### config.mk
export PLATFORM = sky130hd
export DESIGN_NAME = digest_p2s
export DESIGN_NICKNAME = d
export VERILOG_FILES = /design/src/rtl/digest_p2s.sv
export SDC_FILE = /design/constraint.sdc
export NUM_CORES = 1
export LEC_CHECK = 0
export BUFFER_PORTS_ARGS = -buffer_cell sky130_fd_sc_hd__buf_4
export CORE_MARGIN = 3
export CORE_UTILIZATION = 40
export CTS_CLUSTER_SIZE = 25
export DETAILED_ROUTE_END_ITERATION = 8
export PLACE_DENSITY_LB_ADDON = 0.25
export SYNTH_ARGS = -nofsm -noshare
export SYNTH_HDL_FRONTEND = slang
export SYNTH_SLANG_ARGS = --single-unit
### constraint.sdc
create_clock -name clk -period 4.4 [get_ports clk]
set_input_delay 0.44 -clock clk [delete_from_list [all_inputs] [get_ports clk]]
set_output_delay 0.44 -clock clk [all_outputs]
set_load 0.005 [all_outputs]
### src/rtl/digest_p2s.sv
// -----------------------------------------------------------------------------
// digest_p2s
//   Parallel-to-serial streamer. A WIDTH_IN-bit value (normally an MD5 digest)
//   is loaded in one cycle. It is then emitted as WIDTH_IN/WIDTH_OUT words over
//   a valid/ready handshake to a byte consumer such as a UART transmitter.
//
// Handshake: a word transfers at a rising edge where out_valid=1 and
//   out_ready=1. While out_valid=1 and out_ready=0, d_out, out_valid and
//   words_left are held stable. out_valid never depends combinationally on
//   out_ready.
//
// Ports:
//   clk        rising-edge clock
//   rst_n      asynchronous active-low reset
//   load       capture d_in and start streaming (accepted in IDLE or DONE)
//   abort      cancel an in-progress stream (SEND only)
//   d_in       parallel data, sampled only on an accepted load
//   d_out      current output word (0 in IDLE)
//   out_valid  d_out holds a valid word
//   out_ready  consumer accepts d_out this cycle
//   busy       stream in progress
//   done       one-cycle pulse after the last word is transferred
//   words_left words not yet transferred
//   dbg_state  current FSM state (0=IDLE, 1=SEND, 2=DONE)
// -----------------------------------------------------------------------------
module digest_p2s #(
  parameter int WIDTH_IN  = 128,
  parameter int WIDTH_OUT = 8,
  parameter int MSB_FIRST = 1
) (
  input  logic                                        clk,
  input  logic                                        rst_n,
  input  logic                                        load,
  input  logic                                        abort,
  input  logic [WIDTH_IN-1:0]                         d_in,
  output logic [WIDTH_OUT-1:0]                        d_out,
  output logic                                        out_valid,
  input  logic                                        out_ready,
  output logic                                        busy,
  output logic                                        done,
  output logic [$clog2(WIDTH_IN/WIDTH_OUT):0]         words_left,
  output logic [1:0]                                  dbg_state
);

  localparam int WL_W = $clog2(WIDTH_IN/WIDTH_OUT) + 1;
  localparam logic [WL_W-1:0] N_WORDS = WL_W'(WIDTH_IN / WIDTH_OUT);
  localparam logic [WL_W-1:0] ONE     = WL_W'(1);

  typedef enum logic [1:0] {
    S_IDLE = 2'd0,
    S_SEND = 2'd1,
    S_DONE = 2'd2
  } state_t;

  state_t               r_state;
  state_t               w_state_nxt;
  logic [WIDTH_IN-1:0]  r_shift;
  logic [WIDTH_IN-1:0]  w_shift_nxt;
  logic [WIDTH_IN-1:0]  w_shift_adv;
  logic [WL_W-1:0]      r_words;
  logic [WL_W-1:0]      w_words_nxt;
  logic                 r_valid;
  logic                 r_busy;
  logic                 r_done;
  logic                 w_valid_nxt;
  logic                 w_busy_nxt;
  logic                 w_done_nxt;
  logic                 w_xfer;

  // r_valid is only ever set in SEND, so this is the transfer condition.
  assign w_xfer = r_valid & out_ready;

  // Vacated bits fill with zero, so the register is all-zero once the last
  // word has been shifted out and d_out reads 0 afterwards.
  assign w_shift_adv = (MSB_FIRST != 0) ? (r_shift << WIDTH_OUT)
                                        : (r_shift >> WIDTH_OUT);

  // State register and all output/data registers.
  always_ff @(posedge clk or negedge rst_n) begin
    if (!rst_n) begin
      r_state <= S_IDLE;
      r_shift <= '0;
      r_words <= '0;
      r_valid <= 1'b0;
      r_busy  <= 1'b0;
      r_done  <= 1'b0;
    end else begin
      r_state <= w_state_nxt;
      r_shift <= w_shift_nxt;
      r_words <= w_words_nxt;
      r_valid <= w_valid_nxt;
      r_busy  <= w_busy_nxt;
      r_done  <= w_done_nxt;
    end
  end

  // Next-state logic. Load wins over abort in IDLE/DONE; abort wins over a
  // coincident transfer in SEND; load in SEND is ignored.
  always_comb begin
    w_state_nxt = r_state;
    case (r_state)
      S_IDLE, S_DONE: w_state_nxt = load ? S_SEND : S_IDLE;
      S_SEND: begin
        if (abort)                         w_state_nxt = S_IDLE;
        else if (w_xfer && r_words == ONE) w_state_nxt = S_DONE;
        else                               w_state_nxt = S_SEND;
      end
      default: w_state_nxt = S_IDLE;
    endcase
  end

  // Output logic: computes the values the output registers take next cycle,
  // keeping every port a pure register output.
  always_comb begin
    w_shift_nxt = r_shift;
    w_words_nxt = r_words;
    case (r_state)
      S_IDLE, S_DONE: begin
        if (load) begin
          w_shift_nxt = d_in;
          w_words_nxt = N_WORDS;
        end else begin
          w_shift_nxt = '0;
          w_words_nxt = '0;
        end
      end
      S_SEND: begin
        if (abort) begin
          w_shift_nxt = '0;
          w_words_nxt = '0;
        end else if (w_xfer) begin
          w_shift_nxt = w_shift_adv;
          w_words_nxt = r_words - ONE;
        end
      end
      default: begin
        w_shift_nxt = '0;
        w_words_nxt = '0;
      end
    endcase
    w_valid_nxt = (w_state_nxt == S_SEND);
    w_busy_nxt  = (w_state_nxt == S_SEND);
    w_done_nxt  = (w_state_nxt == S_DONE);
  end

  generate
    if (MSB_FIRST != 0) begin : g_msb
      assign d_out = r_shift[WIDTH_IN-1 -: WIDTH_OUT];
    end else begin : g_lsb
      assign d_out = r_shift[WIDTH_OUT-1:0];
    end
  endgenerate

  assign out_valid  = r_valid;
  assign busy       = r_busy;
  assign done       = r_done;
  assign words_left = r_words;
  assign dbg_state  = r_state;

endmodule

==> results of run 1 <==
## worst reg2reg max path, delay by kind of cell, from the launching register on
kind / cells / cell delay (ns)
and+or+nand+nor: 2 / 1.22
buffers and inverters: 1 / 0.44
DFF: 1 / 0.44
AOI/OAI and AO/OA: 1 / 0.22
## layout by cell type (no fill, tap or decap), types with 2 or more instances in the layout
master     instances
buf_4            154
buf_12             2
nand3_1            2
clkbuf_1           3
bufinv_16          2
nor3_1             2
o2bb2ai_2         21
ha_1               2
clkbuf_16         17
a21oi_1            2
clkbuf_8           4
nor2_1             6
o2bb2ai_1         99
a22o_1             8
inv_1              2
a22oi_1          120
a21o_1             2
clkinv_2           5
dfrtp_1          137
## cell families after synthesis
kind of cell | Yosys count | synth area share [%]
AO/OA/AOI/OAI | 257 | 35.1
flip-flops | 137 | 54.1
XOR/XNOR | 2 | 0.277
AND/OR/NAND/NOR | 17 | 1.76
buffers and inverters | 68 | 8.37
adder cells (fa/ha/maj) | 2 | 0.395
## registers in the layout, summed over array words and instances, names as in the netlist
name        cells
done            1
words_left      5
dbg_state       2
busy            1
r_shift       128
## power groups by stage
stage	Clock [mW]	Combinational (mW)	Sequential, mW
final	1.40	0.569	1.54
after global routing	1.49	0.630	1.55
after CTS	1.43	0.574	1.54
after detailed placement	0	0.573	1.55
after global placement	0	0.556	1.55
after floorplan	0	0.413	1.52
## worst max-delay path by stage
stage,startpoint,endpoint,slack [ns],cells after the start
CTS,dbg_state[1],r_shift[52],2.01,4
detailed placement,abort,r_shift[52],1.88,5
global placement,abort,r_shift[0],1.93,5
global route,dbg_state[1],r_shift[52],1.86,4
floorplan,abort,r_shift[10],2.85,6
finish,dbg_state[1],r_shift[52],2.00,4
## cell type report
cell class	instances	area, um2
clock buffer	24	492
multi-input combinational	278	2390
tap	211	264
sequential	137	3430
inverter	2	7.51
clock inverter	8	92.6
fill	1346	7490
timing repair buffer	157	1210
## metrics by stage
step	cells	setup WS (ns)	area (um2)	utilization, %	hold slack, ns
after CTS	817	2.01	7880	51.3	0.194
after floorplan	483	2.85	6330	-	0.144
after global placement	785	1.93	7300	47.5	0.471
after global routing	817	1.86	7880	51.3	0.233
final	817	2.00	7880	51.3	0.159
after detailed placement	785	1.88	7300	47.5	0.474
## metal layers
metal	track usage (%)	wire length, um	vias to the layer above
met1	27.6	7510	2432
met5	0	0	-
met3	5.65	1100	14
li1	-	-	2161
met4	6.07	183	0
met2	27.2	7440	173
==> results.yml, run 1 <==
power_and_ir_drop:
  p_int_mw: 2.58
  p_clk_share_pct: 39.9
  comb_power_share_pct: 16.2
  p_switching_mw: 0.929
  powerDensity_nw_per_um2: 445
  p_leak_nw: 3.41
  p_sw_share_pct: 26.5
  p_total_mw: 3.51
  power_frac_seq_pct: 43.8
  ir_worst_vdd_mv: 0.240
clock_tree:
  clk_latency_ns: 0.41
  post_cts_buffers: 0
  cts_buffers: 17
  cts_tree: "built"
  clkTransAtPathRegs_ns: 0.05
  ctsResizeCount: 0
  cts_sinks: 137
  ctsHoldBuffers: 0
  cts.path.max_buffers: 2
  ctsHtreeMaxLevel: 4
  clockRootBuffer: "clkbuf_16"
route:
  drtIter0Drc: 584
  ant_nets: 0
  wl_per_cell_um: 19.9
  drc_errors: 0
  firstDrtPassIters: 5
  routed_via_density: 5.85
  num_vias: 4780
  finalWirelength_um: 16200
yosys:
  yosysTopAreaCell: "dfrtp_1"
  synth-seq-area-share_pct: 54.1
  postSynthAreaPerCell_um2: 13.1
  netlist.area_leader.share_pct: 54.1
  yosys.cell_count.top_type: "dfrtp_1"
  yosys-top-cells-area: "dfrtp_1 54%, a22oi_1 14%, o2bb2ai_1 14%"
  synth_flop_cell: "dfrtp_1"
  synth_edf_count: 0
  ys_seq_elements: 137
  yosysWarnings: 0
  ys_types: 32
  synth_area_um2: 6330
  async_flop_share_pct: 100
  syn_inst: 483
  yosys-top-cells-count: "137 x dfrtp_1, 120 x a22oi_1, 99 x o2bb2ai_1, 21 x buf_2, 21 x o2bb2ai_2"
  synthesis.nets: 618
sta:
  min_period_over_period_pct: 54.6
  clock.fmax_mhz: 416
  drv_slew: 0
  hold_viol_final: 0
  rsz0062_at_grt: "no"
  min_period_ns: 2.40
  fin_skew_ns: 0.00868
  setup_tns_ns: 0
  slew_headroom_pct: 34.8
  setup_viol: 0
  tightest_slew_ns: 0.977
critical_path:
  r2r_start: "dbg_state[1]"
  start_kind: "flop"
  cp.buffers_inverters: 1
  path_max_fanout: 80
  crit_type: "flop to flop"
  cp.arrival_ns: 2.73
  rrSetupSlack_ns: 2.00
  crit_path_end_kind: "flop"
  cp_cell_sequence: "or3b_1, nor2_8, buf_12, o2bb2ai_1"
  r2r-end: "r_shift[52]"
  crit_required_ns: 4.73
  max_stage_delay_ns: 0.66
  ff2ff_path_depth: 4
  cpMaxStageDelayCell: "nor2_8"
  critPathTopFamily: "simple AND/OR/NAND/NOR gates"
placed_design:
  place_congestion: 0.812
  dp_hpwl_um: 10000
  io_buffers: 150
finish:
  n_antenna_cell: 0
  area_growth_pct: 24.5
  fin_nets: 728
  drive_gt1_share_pct: 35.0
die:
  fp.dieArea_um2: 17400
  fp.dieW_um: 132
  core_um2: 15400
  fp.dieH_um: 132
  row_count: 45
  start_util_pct: 41.2
  ios: 151
job:
  cap_violations: 0
global_route:
  grt_util_all_layers_pct: 19.0
  antenna_found_initial: 0
  grt_max_degree: 125
  grt-ovfl-total: 0
  grt_pass1_vias: 4885
  grt_first_pass_wirelength_um: 26600
min_path:
  hold_class: "input port to asynchronous set/reset pin"
outcome:
  status: "complete, no violations"
No activity file was read; power rests on OpenSTA's default activity.
==> run 2: changes to the inputs <==
--- a/config.mk
+++ b/config.mk
@@ -5,6 +5,7 @@
 export SDC_FILE = /design/constraint.sdc
 export NUM_CORES = 1
 export LEC_CHECK = 0
+export ABC_AREA = 1
 export BUFFER_PORTS_ARGS = -buffer_cell sky130_fd_sc_hd__buf_4
 export CORE_MARGIN = 3
 export CORE_UTILIZATION = 40
==> constraint.sdc (replaced) <==
create_clock -name clk -period 2 [get_ports clk]
set_input_delay 0.2 -clock clk [delete_from_list [all_inputs] [get_ports clk]]
set_output_delay 0.2 -clock clk [all_outputs]
set_load 0.005 [all_outputs]
==> run 2 against run 1 <==
  * Non-clock buffer count is 8 higher
  * Clock skew shrank 0.0019 ns
  * Core utilization is 0.087 points lower
  * Cell count up 50%
  * Sequential power is 110% higher
  * Sequential share of layout area down 5.2 points
  * Global-route usage shrank 1.3 points
  * Clock power grew 110%
  * First-iteration DRC count shrank 27%
  * Fmax is 53% higher
  * Hold slack got worse by 0.13 ns
  * Critical endpoint is now r_shift[14]
  * Highest routed layer unchanged
==> results.yml, run 2 <==
sta:
  slew_headroom_pct: 68.3
  setup_tns_ns: 0
  fin_skew_ns: 0.00676
  hold_viol_final: 0
  rsz0062_at_grt: "no"
  clock.fmax_mhz: 639
  worst_slack_ns: 0.435
  min_period_ns: 1.57
  drv_slew: 0
  setup_viol: 0
  min_period_over_period_pct: 78.3
  tightest_slew_ns: 0.476
critical_path:
  rrSetupSlack_ns: 0.43
  start_kind: "flop"
  cp.depth: 7
  critPathTopFamily: "simple AND/OR/NAND/NOR gates"
  r2r_start: "dbg_state[1]"
  path_max_fanout: 61
  crit_path_end_kind: "flop"
  ff2ff_path_depth: 7
  cp.buffers_inverters: 2
  r2r-end: "r_shift[14]"
  cp.arrival_ns: 1.85
  max_stage_delay_ns: 0.38
  crit_required_ns: 2.29
  cp_cell_sequence: "nor2_2, nand2_4, nor2_8, inv_8, buf_4, nand2_1, o21ai_1"
  cpMaxStageDelayCell: "dfrtp_1"
  crit_path_start: "dbg_state[1]"
  crit_type: "flop to flop"
finish:
  top_register: "r_shift"
  fillCellCount: 1699
  drive_gt1_share_pct: 26.5
  area_growth_pct: 23.8
  fin_util_pct: 51.2
  final_common_cell: "nand2_1"
  fin_nets: 1124
  final_cell_mix: "152 x nand2_1, 151 x buf_4, 137 x dfrtp_1, 132 x nand3_1, 125 x inv_1"
  n_antenna_cell: 0
  largest_reg_flops: 128
clock_tree:
  cts_tree: "built"
  cts_buffers: 17
  ctsHtreeMaxLevel: 4
  cts.path.max_buffers: 2
  clk_latency_ns: 0.41
  clockRootBuffer: "clkbuf_16"
  post_cts_buffers: 0
  cts_sinks: 137
  clkTransAtPathRegs_ns: 0.05
yosys:
  ys_types: 24
  synth_flop_cell: "dfrtp_1"
  synth-seq-area-share_pct: 47.4
  yosysWarnings: 0
  syn_inst: 881
  netlist.area_leader.share_pct: 47.4
  synth_edf_count: 0
  yosys.cell_count.top_type: "nand2_1"
  yosys-top-cells-count: "152 x nand2_1, 137 x dfrtp_1, 132 x nand3_1, 126 x inv_1, 124 x o21ai_0"
  postSynthAreaPerCell_um2: 8.21
  ys_seq_elements: 137
  synth_area_um2: 7230
  async_flop_share_pct: 100
  synthesis.nets: 1016
  yosys-top-cells-area: "dfrtp_1 47%, nand3_1 9.1%, o21ai_2 8.6%"
  yosysTopAreaCell: "dfrtp_1"
min_path:
  min_path_cells: 3
  hold_class: "input port to flop"
  worstHoldEndpoint: "r_shift[4]"
  hold_start: "d_in[4]"
route:
  num_vias: 5935
  finalWirelength_um: 17000
  firstDrtPassIters: 5
  routed_via_density: 4.85
  drc_errors: 0
  wl_per_cell_um: 13.9
  drtIter0Drc: 425
  ant_nets: 0
global_route:
  grt_pass1_vias: 5728
  grt_max_degree: 121
  grt-ovfl-total: 0
  grt_first_pass_wirelength_um: 28500
  grt_util_all_layers_pct: 17.6
  antenna_found_initial: 0
power_and_ir_drop:
  p_leak_nw: 4.15
  powerDensity_nw_per_um2: 874
  ir_worst_vdd_mv: 0.594
die:
  ios: 151
  start_util_pct: 41.4
  row_count: 48
  fp.dieH_um: 140
  fp.dieArea_um2: 19700
  fp.dieW_um: 140
  core_um2: 17500
placed_design:
  pre_cts_slack_ns: 0.453
  dp_hpwl_um: 11500
  place_congestion: 0.775
  io_buffers: 150
outcome:
  status: "complete, no violations"
job:
  cap_violations: 0
[run 2: cells by family (layout without fill, tap and decap cells)]
| group | after synthesis | count (layout) | share of synthesized area, % |
|---|---|---|---|
| simple gates | 294 | 294 | 18.0 |
| compound gates | 244 | 244 | 20.6 |
| buf+inv | 204 | 322 | 13.7 |
| flops | 137 | 137 | 47.4 |
| fa+ha+maj | 2 | 2 | 0.346 |
[run 2: area by class of cell]
| cell class | instances | area (um2) | share of cell area, % |
|---|---|---|---|
| flip-flops and latches | 137 | 3430 | 38.3 |
| multi-input cells | 540 | 2810 | 31.4 |
| repair buffers | 165 | 1400 | 15.6 |
| clock buffers | 26 | 499 | 5.58 |
| inverters | 128 | 490 | 5.48 |
| well taps | 225 | 282 | 3.15 |
| clock inverters | 3 | 40.0 | 0.447 |
[run 2: timing repair]
action / 4_1_cts / 5_1_grt
gates resized for setup: 0 / 0
endpoints found under the hold margin: 34 / 0
hold buffers: 1 / 0
[run 2: worst min-delay path: stages]
cell and delay [ns]:
buf_4 0.07, nand3_1 0.06, o21ai_0 0.06
[run 2: worst max path at each step]
stage / end / slack, ns
2_1_floorplan: r_shift[105] / 0.68
3_3_place_gp: r_shift[33] / 0.47
3_5_place_dp: r_shift[55] / 0.45
4_1_cts: r_shift[55] / 0.44
5_1_grt: r_shift[14] / 0.28
6_report: r_shift[14] / 0.43
[run 2: metal layers]
| layer | share of wire [%] | vias to the layer above | track usage [%] |
|---|---|---|---|
| met4 | 1.5 | 0 | 5.71 |
| li1 | - | 3085 | - |
| met1 | 49 | 2696 | 26.8 |
| met5 | 0 | - | 0 |
| met3 | 5.1 | 19 | 3.76 |
| met2 | 44 | 135 | 25.0 |
[run 2: per-stage QoR]
| stage | area [um2] | std cells | power, mW | hold WS (ns) |
|---|---|---|---|---|
| 4_1_cts | 8950 | 1224 | 7.90 | 0.0148 |
| 5_1_grt | 8950 | 1224 | 8.28 | 0.0198 |
| 6_report | 8950 | 1224 | 7.82 | 0.0243 |
| 2_1_floorplan | 7230 | 881 | 4.43 | -0.0956 |
| 3_5_place_dp | 8400 | 1194 | 4.98 | 0.0885 |
| 3_3_place_gp | 8400 | 1194 | 4.96 | 0.0915 |
[run 2: where the power goes]
part	total, mW	internal [mW]	switching (mW)	leakage [nW]
Clock	2.90	1.82	1.08	0.266
Combinational	1.68	0.645	1.04	2.07
Sequential	3.23	3.12	0.110	1.82
